<file path="src/rtl/control_sequencer.sv">
// Moore control sequencer: fetch (T0-T2) and per-opcode execute steps (T3-T7) for the 32-bit CPU.
// Define MEM_WAIT_EN to add the mem_ready port and stretch T1 / ld-T6 / st-T7 until memory is ready.
module control_sequencer #(
    parameter logic [4:0] NOP_OPCODE  = 5'b11010,
    parameter logic [4:0] HALT_OPCODE = 5'b11011
) (
    input  logic       clk,
    input  logic       reset,
    input  logic [4:0] opcode,
    input  logic       stop,
`ifdef MEM_WAIT_EN
    input  logic       mem_ready,
`endif
    output logic       PCout,
    output logic       PCin,
    output logic       IncPC,
    output logic       MARin,
    output logic       MDRin,
    output logic       MDRout,
    output logic       IRin,
    output logic       Yin,
    output logic       Zin,
    output logic       Zlowout,
    output logic       Cout,
    output logic       Read,
    output logic       Write,
    output logic       Gra,
    output logic       Grb,
    output logic       Grc,
    output logic       Rin,
    output logic       Rout,
    output logic       BAout,
    output logic [4:0] alu_op,
    output logic       run,
    output logic       instr_done,
    output logic       illegal,
    output logic [3:0] state_dbg
);

    typedef enum logic [3:0] {
        RESET_ST, T0, T1, T2, T3, T4, T5, T6, T7, HALT, PAUSE
    } state_t;

    state_t state, next_state;
    logic   mem_ok;
    logic   last;
    logic   is_ld, is_ldi, is_st, is_alu3, is_imm, is_nop, is_halt, is_bad;
    logic   is_mem, is_ba;

`ifdef MEM_WAIT_EN
    assign mem_ok = mem_ready;
`else
    assign mem_ok = 1'b1;
`endif

    always_comb begin
        is_ld   = (opcode == 5'b00000);
        is_ldi  = (opcode == 5'b00001);
        is_st   = (opcode == 5'b00010);
        is_alu3 = (opcode >= 5'b00011) && (opcode <= 5'b01011);
        is_imm  = (opcode >= 5'b01100) && (opcode <= 5'b01110);
        is_nop  = (opcode == NOP_OPCODE);
        is_halt = (opcode == HALT_OPCODE);
        is_bad  = !(is_ld || is_ldi || is_st || is_alu3 || is_imm || is_nop || is_halt);
        is_mem  = is_ld || is_st;
        is_ba   = is_ld || is_ldi || is_st;
    end

    always_ff @(posedge clk or posedge reset) begin
        if (reset) state <= RESET_ST;
        else       state <= next_state;
    end

    // Sticky: an unassigned opcode is latched as it leaves T3.
    always_ff @(posedge clk or posedge reset) begin
        if (reset)                        illegal <= 1'b0;
        else if (state == T3 && is_bad)   illegal <= 1'b1;
    end

    assign run       = !(state == RESET_ST || state == HALT || state == PAUSE);
    assign state_dbg = state;

    always_comb begin
        next_state = state;
        last       = 1'b0;
        PCout = 1'b0; PCin = 1'b0; IncPC = 1'b0; MARin = 1'b0; MDRin = 1'b0;
        MDRout = 1'b0; IRin = 1'b0; Yin = 1'b0; Zin = 1'b0; Zlowout = 1'b0;
        Cout = 1'b0; Read = 1'b0; Write = 1'b0; Gra = 1'b0; Grb = 1'b0;
        Grc = 1'b0; Rin = 1'b0; Rout = 1'b0; BAout = 1'b0;
        alu_op     = 5'b00000;
        instr_done = 1'b0;
        case (state)
            RESET_ST: next_state = T0;
            T0: begin
                PCout = 1'b1; MARin = 1'b1; IncPC = 1'b1; Zin = 1'b1;
                next_state = T1;
            end
            T1: begin
                Zlowout = 1'b1; PCin = 1'b1; Read = 1'b1; MDRin = 1'b1;
                if (mem_ok) next_state = T2;
            end
            T2: begin
                MDRout = 1'b1; IRin = 1'b1;
                next_state = T3;
            end
            T3: begin
                if (is_halt) begin
                    next_state = HALT;
                end else if (is_nop || is_bad) begin
                    instr_done = 1'b1;
                    last       = 1'b1;
                end else begin
                    Grb   = 1'b1;
                    Yin   = 1'b1;
                    BAout = is_ba;
                    Rout  = !is_ba;
                    next_state = T4;
                end
            end
            T4: begin
                Zin = 1'b1;
                if (is_alu3) begin
                    Grc = 1'b1; Rout = 1'b1;
                    alu_op = opcode;
                end else begin
                    Cout = 1'b1;
                    // Immediate forms map onto addi/andi/ori ALU codes; address forms add.
                    case (opcode)
                        5'b01101: alu_op = 5'b00101;
                        5'b01110: alu_op = 5'b00110;
                        default:  alu_op = 5'b00011;
                    endcase
                end
                next_state = T5;
            end
            T5: begin
                Zlowout = 1'b1;
                if (is_mem) begin
                    MARin = 1'b1;
                    next_state = T6;
                end else begin
                    Gra = 1'b1; Rin = 1'b1;
                    instr_done = 1'b1;
                    last       = 1'b1;
                end
            end
            T6: begin
                MDRin = 1'b1;
                if (is_ld) begin
                    Read = 1'b1;
                    if (mem_ok) next_state = T7;
                end else begin
                    Gra = 1'b1; Rout = 1'b1;
                    next_state = T7;
                end
            end
            T7: begin
                if (is_ld) begin
                    MDRout = 1'b1; Gra = 1'b1; Rin = 1'b1;
                    instr_done = 1'b1;
                    last       = 1'b1;
                end else begin
                    Write = 1'b1;
                    if (mem_ok) begin
                        instr_done = 1'b1;
                        last       = 1'b1;
                    end
                end
            end
            HALT:  next_state = HALT;
            PAUSE: if (!stop) next_state = T0;
            default: next_state = RESET_ST;
        endcase
        if (last) next_state = stop ? PAUSE : T0;
    end

endmodule
</file>
<file path="config.mk">
export PLATFORM = sky130hd
export DESIGN_NAME = control_sequencer
export DESIGN_NICKNAME = d
export VERILOG_FILES = /design/src/rtl/control_sequencer.sv
export SDC_FILE = /design/constraint.sdc
export NUM_CORES = 1
export LEC_CHECK = 0
export ABC_AREA = 1
export BUFFER_PORTS_ARGS = -buffer_cell sky130_fd_sc_hd__buf_2
export CAP_MARGIN = 15
export CORE_MARGIN = 1.5
export CORE_UTILIZATION = 38
export DETAILED_ROUTE_END_ITERATION = 6
export PLACE_DENSITY = 0.83
export SYNTH_ARGS = -nofsm -noshare
export SYNTH_HDL_FRONTEND = slang
export SYNTH_SLANG_ARGS = --single-unit
</file>
<file path="constraint.sdc">
create_clock -name clk -period 1.31 [get_ports clk]
set_clock_uncertainty 0.05 [all_clocks]
set_input_delay 0.262 -clock clk [delete_from_list [all_inputs] [get_ports clk]]
set_output_delay 0.262 -clock clk [all_outputs]
set_load 0.02 [all_outputs]
</file>
### After elaboration in Yosys (flattened, before gate mapping)

Index checks and enable logic that the tools add are counted.

| word-level totals | value |
|---|---|
| flip-flop bits (word level) | 5 |
| bits in latches | 0 |
| bits in writable memories | 0 |
| ROM bits | 0 |
| bits of input ports | 8 |
| output and inout bits | 31 |
| logic and storage cells | 90 |
| memories kept | 0 |

| cells by class | value |
|---|---|
| add/sub/neg operators | 0 |
| multipliers | 0 |
| divide/modulo/power cells | 0 |
| order comparisons | 4 |
| eq/ne operators | 20 |
| shift-type cells | 0 |
| multiplexer cells | 42 |
| bitwise gates (word level) | 0 |
| reductions and logical operators | 22 |

Operators by type and width:

| cell | count |
|---|---|
| case mux 4 bit (11 select lines) | 1 |
| two-way mux 1 bit | 25 |
| two-way mux 4 bit | 6 |
| == test 4 x 3 -> 1 bit, second input constant | 4 |
| == test 4 bit, second input constant | 3 |
| == test 5 x 4 -> 1 bit, second input constant | 2 |
| == test 5 bit, second input constant | 2 |
| less-or-equal comparator 5 x 4 -> 1 bit, second input constant | 2 |
| logical OR 1 bit | 10 |
| two-way mux 5 bit | 2 |
| case mux 1 bit (3 select lines) | 3 |
| == test 4 x 2 -> 1 bit, second input constant | 2 |
| case mux 1 bit (2 select lines) | 4 |
| inequality test 3 bit, second input constant | 2 |
| case mux 3 bit (2 select lines) | 1 |
| OR reduction 2 bit | 3 |
| == test 5 x 1 -> 1 bit, second input constant | 1 |
| == test 5 x 2 -> 1 bit, second input constant | 1 |
| >= comparator 5 x 2 -> 1 bit, second input constant | 1 |
| >= comparator 5 x 4 -> 1 bit, second input constant | 1 |
| zero test 5 bit | 1 |
| == test 4 x 1 -> 1 bit, second input constant | 1 |
| zero test 4 bit | 1 |
| inequality test 4 bit, second input constant | 1 |
| other kinds (4) | 8 |

### Logic depth before layout (Yosys ltp)

| depth | value |
|---|---|
| depth after elaboration | 14 |
| depth in mapped cells | 8 |
| gate-level depth less buffers | 8 |

### Worst setup path before layout

Ideal clock, no wire load.

| timing | value |
|---|---|
| path kind | reg-to-output |
| start | register state[3] (netlist: state_dbg[3]) |
| end | output Read |
| arrival | 1386 ps |
| required time | 998 ps |
| path slack | -388 ps |
| stages on the path, launching flop included | 6 |
| path buffers | 0 |
| cell sequence | dfrtp_1 > nor2_1 > inv_1 > nor2_1 > inv_1 > o21ai_0 |

| between the ends | value |
|---|---|
| word-level cells in the longest chain between the ends | 2 |
| elaborated cells on any way between the ends | 3 |
| those cells by class | eq/ne (2); mux (1) |

Ends and longest elaborated chain:

| what | RTL line | RTL |
|---|---|---|
| start: declaration | 44 | `state_t state, next_state;` |
| start signal: assignment | 71 | `else state <= next_state;` |
| == test 4 x 3 -> 1 bit / == test 4 x 2 -> 1 bit (equally long branches) | 92 | `case (state)` |
| case mux 1 bit (2 select lines) * | 92 |  |
| end: declaration | 25 | `output logic Read,` |

Mark *: on every way between the ends. The rest lies on a longest branch, timed or not.

### Worst setup path after layout

| timing | value |
|---|---|
| start | register state[0] (netlist: state_dbg[0]) |
| end | output Rout |

| between the ends | value |
|---|---|
| word-level cells in the longest chain between the ends | 2 |
| elaborated cells on any way between the ends | 4 |
| those cells by class | eq/ne (3); mux (1) |

Ends and longest elaborated chain:

| what | RTL line | RTL |
|---|---|---|
| == test 4 x 3 -> 1 bit | 92 |  |
| case mux 1 bit (3 select lines) * | 92 |  |
| end: declaration | 31 | `output logic Rout,` |

Marks and branches as above.

==> results.py <==
metrics = {
    "critical_path": {
        "timing.critical_path.from_type": "register",
        "cp_slowest_stage_delay_ps": 430,
        "worstPathMaxFanout": 4,
        "critical_path_arrival_ps": 1580,
        "worst_setup_path_startpoint": "state_dbg[0]",
        "rr_startpoint": "state_dbg[0]",
        "crit_type": "reg -> out",
        "worst_ep_required_time_ps": 1000,
        "slowest_stage": "dfrtp_2",
        "category_of_the_worst_setup_path_capture_point": "output pin",
        "timing.critical_path.mode_cell": "inv_2",
        "cp_top_delay_family": "simple AND/OR/NAND/NOR gates",
        "cp.buffers_inverters": 4,
        "worstPathCellList": "inv_4 > nand2_4 > nor2_4 > inv_2 > or2_1 > inv_2 > nand2_2 > nand3_4 > buf_6",
    },
    "placement": {
        "place.detailed.instances": 194,
        "dp_worst_setup_slack_ps": -294.5,
        "dp_hpwl_microns": 2018,
        "placement.cell_area_sq_um": 1151,
        "port_buffers": 37,
        "gp_congestion": 0.8650,
    },
    "logic_synthesis": {
        "synth-seq-area-share_pct": 19.05,
        "synth-seq-cells": 5,
        "synthDistinctLibCells": 21,
        "synth_cells": 117,
        "largest_family_of_logic_cells_by_synthesized_area": "simple AND/OR/NAND/NOR gates",
        "mappedNetlistNets": 125,
        "synth.yosys.warnings": 0,
        "muxShareOfSynthArea_pct": 0,
        "synthesis.area_sq_um": 656.9,
        "synthXorXnorAreaFrac_pct": 0,
        "synth.avg_cell_area_sq_um": 5.614,
        "synth_fa_ha_area_share_pct": 0,
        "compound_cell_area_share_of_the_yosys_netlist_pct": 9.143,
        "synth_simple_gate_area_share_pct": 51.81,
    },
    "global_route": {
        "gr_util_all_layers_pct": 26.97,
        "grt_pass1_vias": 953,
        "pin_count_of_the_biggest_net_entering_global_routing": 8,
        "globalRoute.totalOverflow": 0,
        "first_pass_grt_wire_length_microns": 3926,
        "number_of_antenna_violations_at_the_first_check_in_global_routing": 0,
    },
    "final_layout": {
        "final_net_count": 205,
        "multi_input_logic_area_sq_um": 584.3,
        "final_util_pct": 95.51,
        "stdcell_count": 212,
        "area_growth_syn_to_layout_pct": 126.7,
        "antenna_cells": 0,
        "fillCellCount": 39,
        "finish.instance_area_sq_um": 1489,
        "drive_gt1_share_pct": 73.47,
        "ff_latch_area_sq_um": 130.1,
    },
    "detailed_routing": {
        "avgViaCountPerCell": 5.599,
        "detail_route.wirelength_microns": 3470,
        "via_count": 1187,
        "post_drt_wl_per_cell_microns": 16.37,
        "route.antenna.remaining_nets": 0,
        "drt-initial-drc-count": 68,
        "drt_first_pass_iters": 6,
        "route.detailed.drc": 4,
    },
    "sta": {
        "fin_hold_viols": 0,
        "fmaxAchievable_mhz": 529.2,
        "final_max_slew_viol_count": 0,
        "period_needed_ps": 1890,
        "tns_ps": -11840,
        "fin_ws_ps": -579.7,
        "grt_setup_unrepaired": "true",
        "fin_hold_ws_ps": 249.4,
        "final.period_utilization_pct": 144.3,
        "report.final.setup_viol": 30,
    },
    "floorplanning": {
        "initial_core_util_pct": 42.13,
        "chipWidth_microns": 44.58,
        "i_o_pins": 39,
        "placementRows": 14,
        "die_height_microns": 44.58,
        "design.die.area_sq_um": 1987,
        "core_region_sq_um": 1559,
    },
    "power_and_ir_drop": {
        "power_density_nw_per_um2": 2210,
        "seq_power_share_pct": 10.0,
        "p_int_mw": 1.579,
        "fin_total_pwr_mw": 3.291,
        "sw_frac_of_total_pct": 52.03,
        "total_leakage_power_nw": 0.8542,
        "vdd.ir_drop.worst_v": 0.002299,
        "total_switching_power_mw": 1.712,
        "share_comb_of_total_power_pct": 84.7,
        "power.share.clock_pct": 5.3,
    },
    "outcome": {
        "failing_checks": "design-rule violations, negative setup slack",
        "result_of_the_run": "finished with violations",
    },
    "flow_run": {
        "drv_cap": 0,
    },
    "hold_path": {
        "hold_start": "stop",
        "min-delay-path-class": "in -> reg",
    },
    "clock_tree": {
        "root_buffer": "clkbuf_4",
        "clock_insertion_delay_worst_skew_ps": 240,
        "clkSinkCount": 5,
        "clk_path_buf_depth": 2,
        "numCtsBuffers": 3,
        "path_clk_slew_ps": 40,
        "cts_tree": "done",
        "number_of_levels_the_h_tree_was_split_into": 1,
    },
}
==> cell usage in the layout, fill, tap and decap left out, drive strengths merged <==
cell type and n:
o21ai 4, dlygate4sd3 1, dfrtp 5, nand3 17, conb 1, nand4 3, inv 28, nor2 23
or2 1, buf 77, and3 1, nand2 26, a31o 2, a21oi 3, clkbuf 4
==> kinds of logic after synthesis <==
| family | Yosys count |
|---|---|
| DFF | 5 |
| AOI/OAI and AO/OA | 9 |
| and+or+nand+nor | 71 |
| buffers and inverters | 31 |
| other | 1 |
==> flip-flops by register name, summed over array words and instances, names as in the netlist <==
register and cells:
illegal 1, state_dbg 4
==> worst reg2reg max path: stages (launching register included) <==
cell	delay, ps
dfrtp_2	430
inv_4	100
nand2_4	60
nor2_4	130
buf_4	130
buf_6	110
nand3_4	90
nand2_4	100
buf_4	110
buf_6	100
nand2_4	50
inv_2	60
nor2_2	30
==> power by group through the flow <==
| stage | registers, mW | logic, mW | clock network, mW |
|---|---|---|---|
| after detailed placement | 0.313 | 2.04 | 0 |
| after global routing | 0.330 | 2.92 | 0.194 |
| final | 0.328 | 2.79 | 0.174 |
| after CTS | 0.317 | 2.34 | 0.183 |
| after global placement | 0.302 | 1.97 | 0 |
| after floorplan | 0.405 | 1.20 | 0 |
==> area by class of cell <==
type,instances,area share (%)
multi-input cells,81,39.24
inverters,28,7.899
flip-flops and latches,5,8.739
repair buffers,78,41.01
well taps,16,1.345
clock buffers,4,1.765
==> synthesized netlist by cell type (all sizes together) <==
master | instances | share of area, %
dfrtp | 5 | 19
nand4 | 3 | 2.9
o21ai | 4 | 3.6
nand3 | 17 | 14
a21oi | 3 | 2.9
or2 | 1 | 0.95
and3 | 1 | 0.95
a31o | 2 | 2.7
inv | 28 | 16
buf | 3 | 3.4
nor2 | 23 | 15
conb | 1 | 0.57
nand2 | 26 | 18
==> worst paths after layout <==
| path | endpoint | slack (ps) | cells past startpoint |
|---|---|---|---|
| worst max-delay path | Rout | -580 | 9 |
| worst min-delay path | state_dbg[3] | 250 | 3 |
| worst max register to register | state_dbg[0] | -340 | 12 |
| worst min register to register | illegal | 430 | 1 |
| max in group asynchronous | state_dbg[2] | 600 | 3 |
| min in group asynchronous | state_dbg[3] | 420 | 3 |
==> metal layers <==
metal	vias up	global-route usage (%)	share of wire, %
met2	88	53.62	53
met5	-	0	0
met1	558	27.23	35
li1	521	-	-
met3	20	0.8163	7.9
met4	0	15.15	3.8
==> repair_timing <==
action                                 CTS  global route
setup endpoints to repair               30            30
setup buffers                            5            10
pin swaps                                4             4
hold buffers                             1             0
resized for setup                       30            33
endpoints found under the hold margin    5             0
Power figures use the tool's default switching activity.
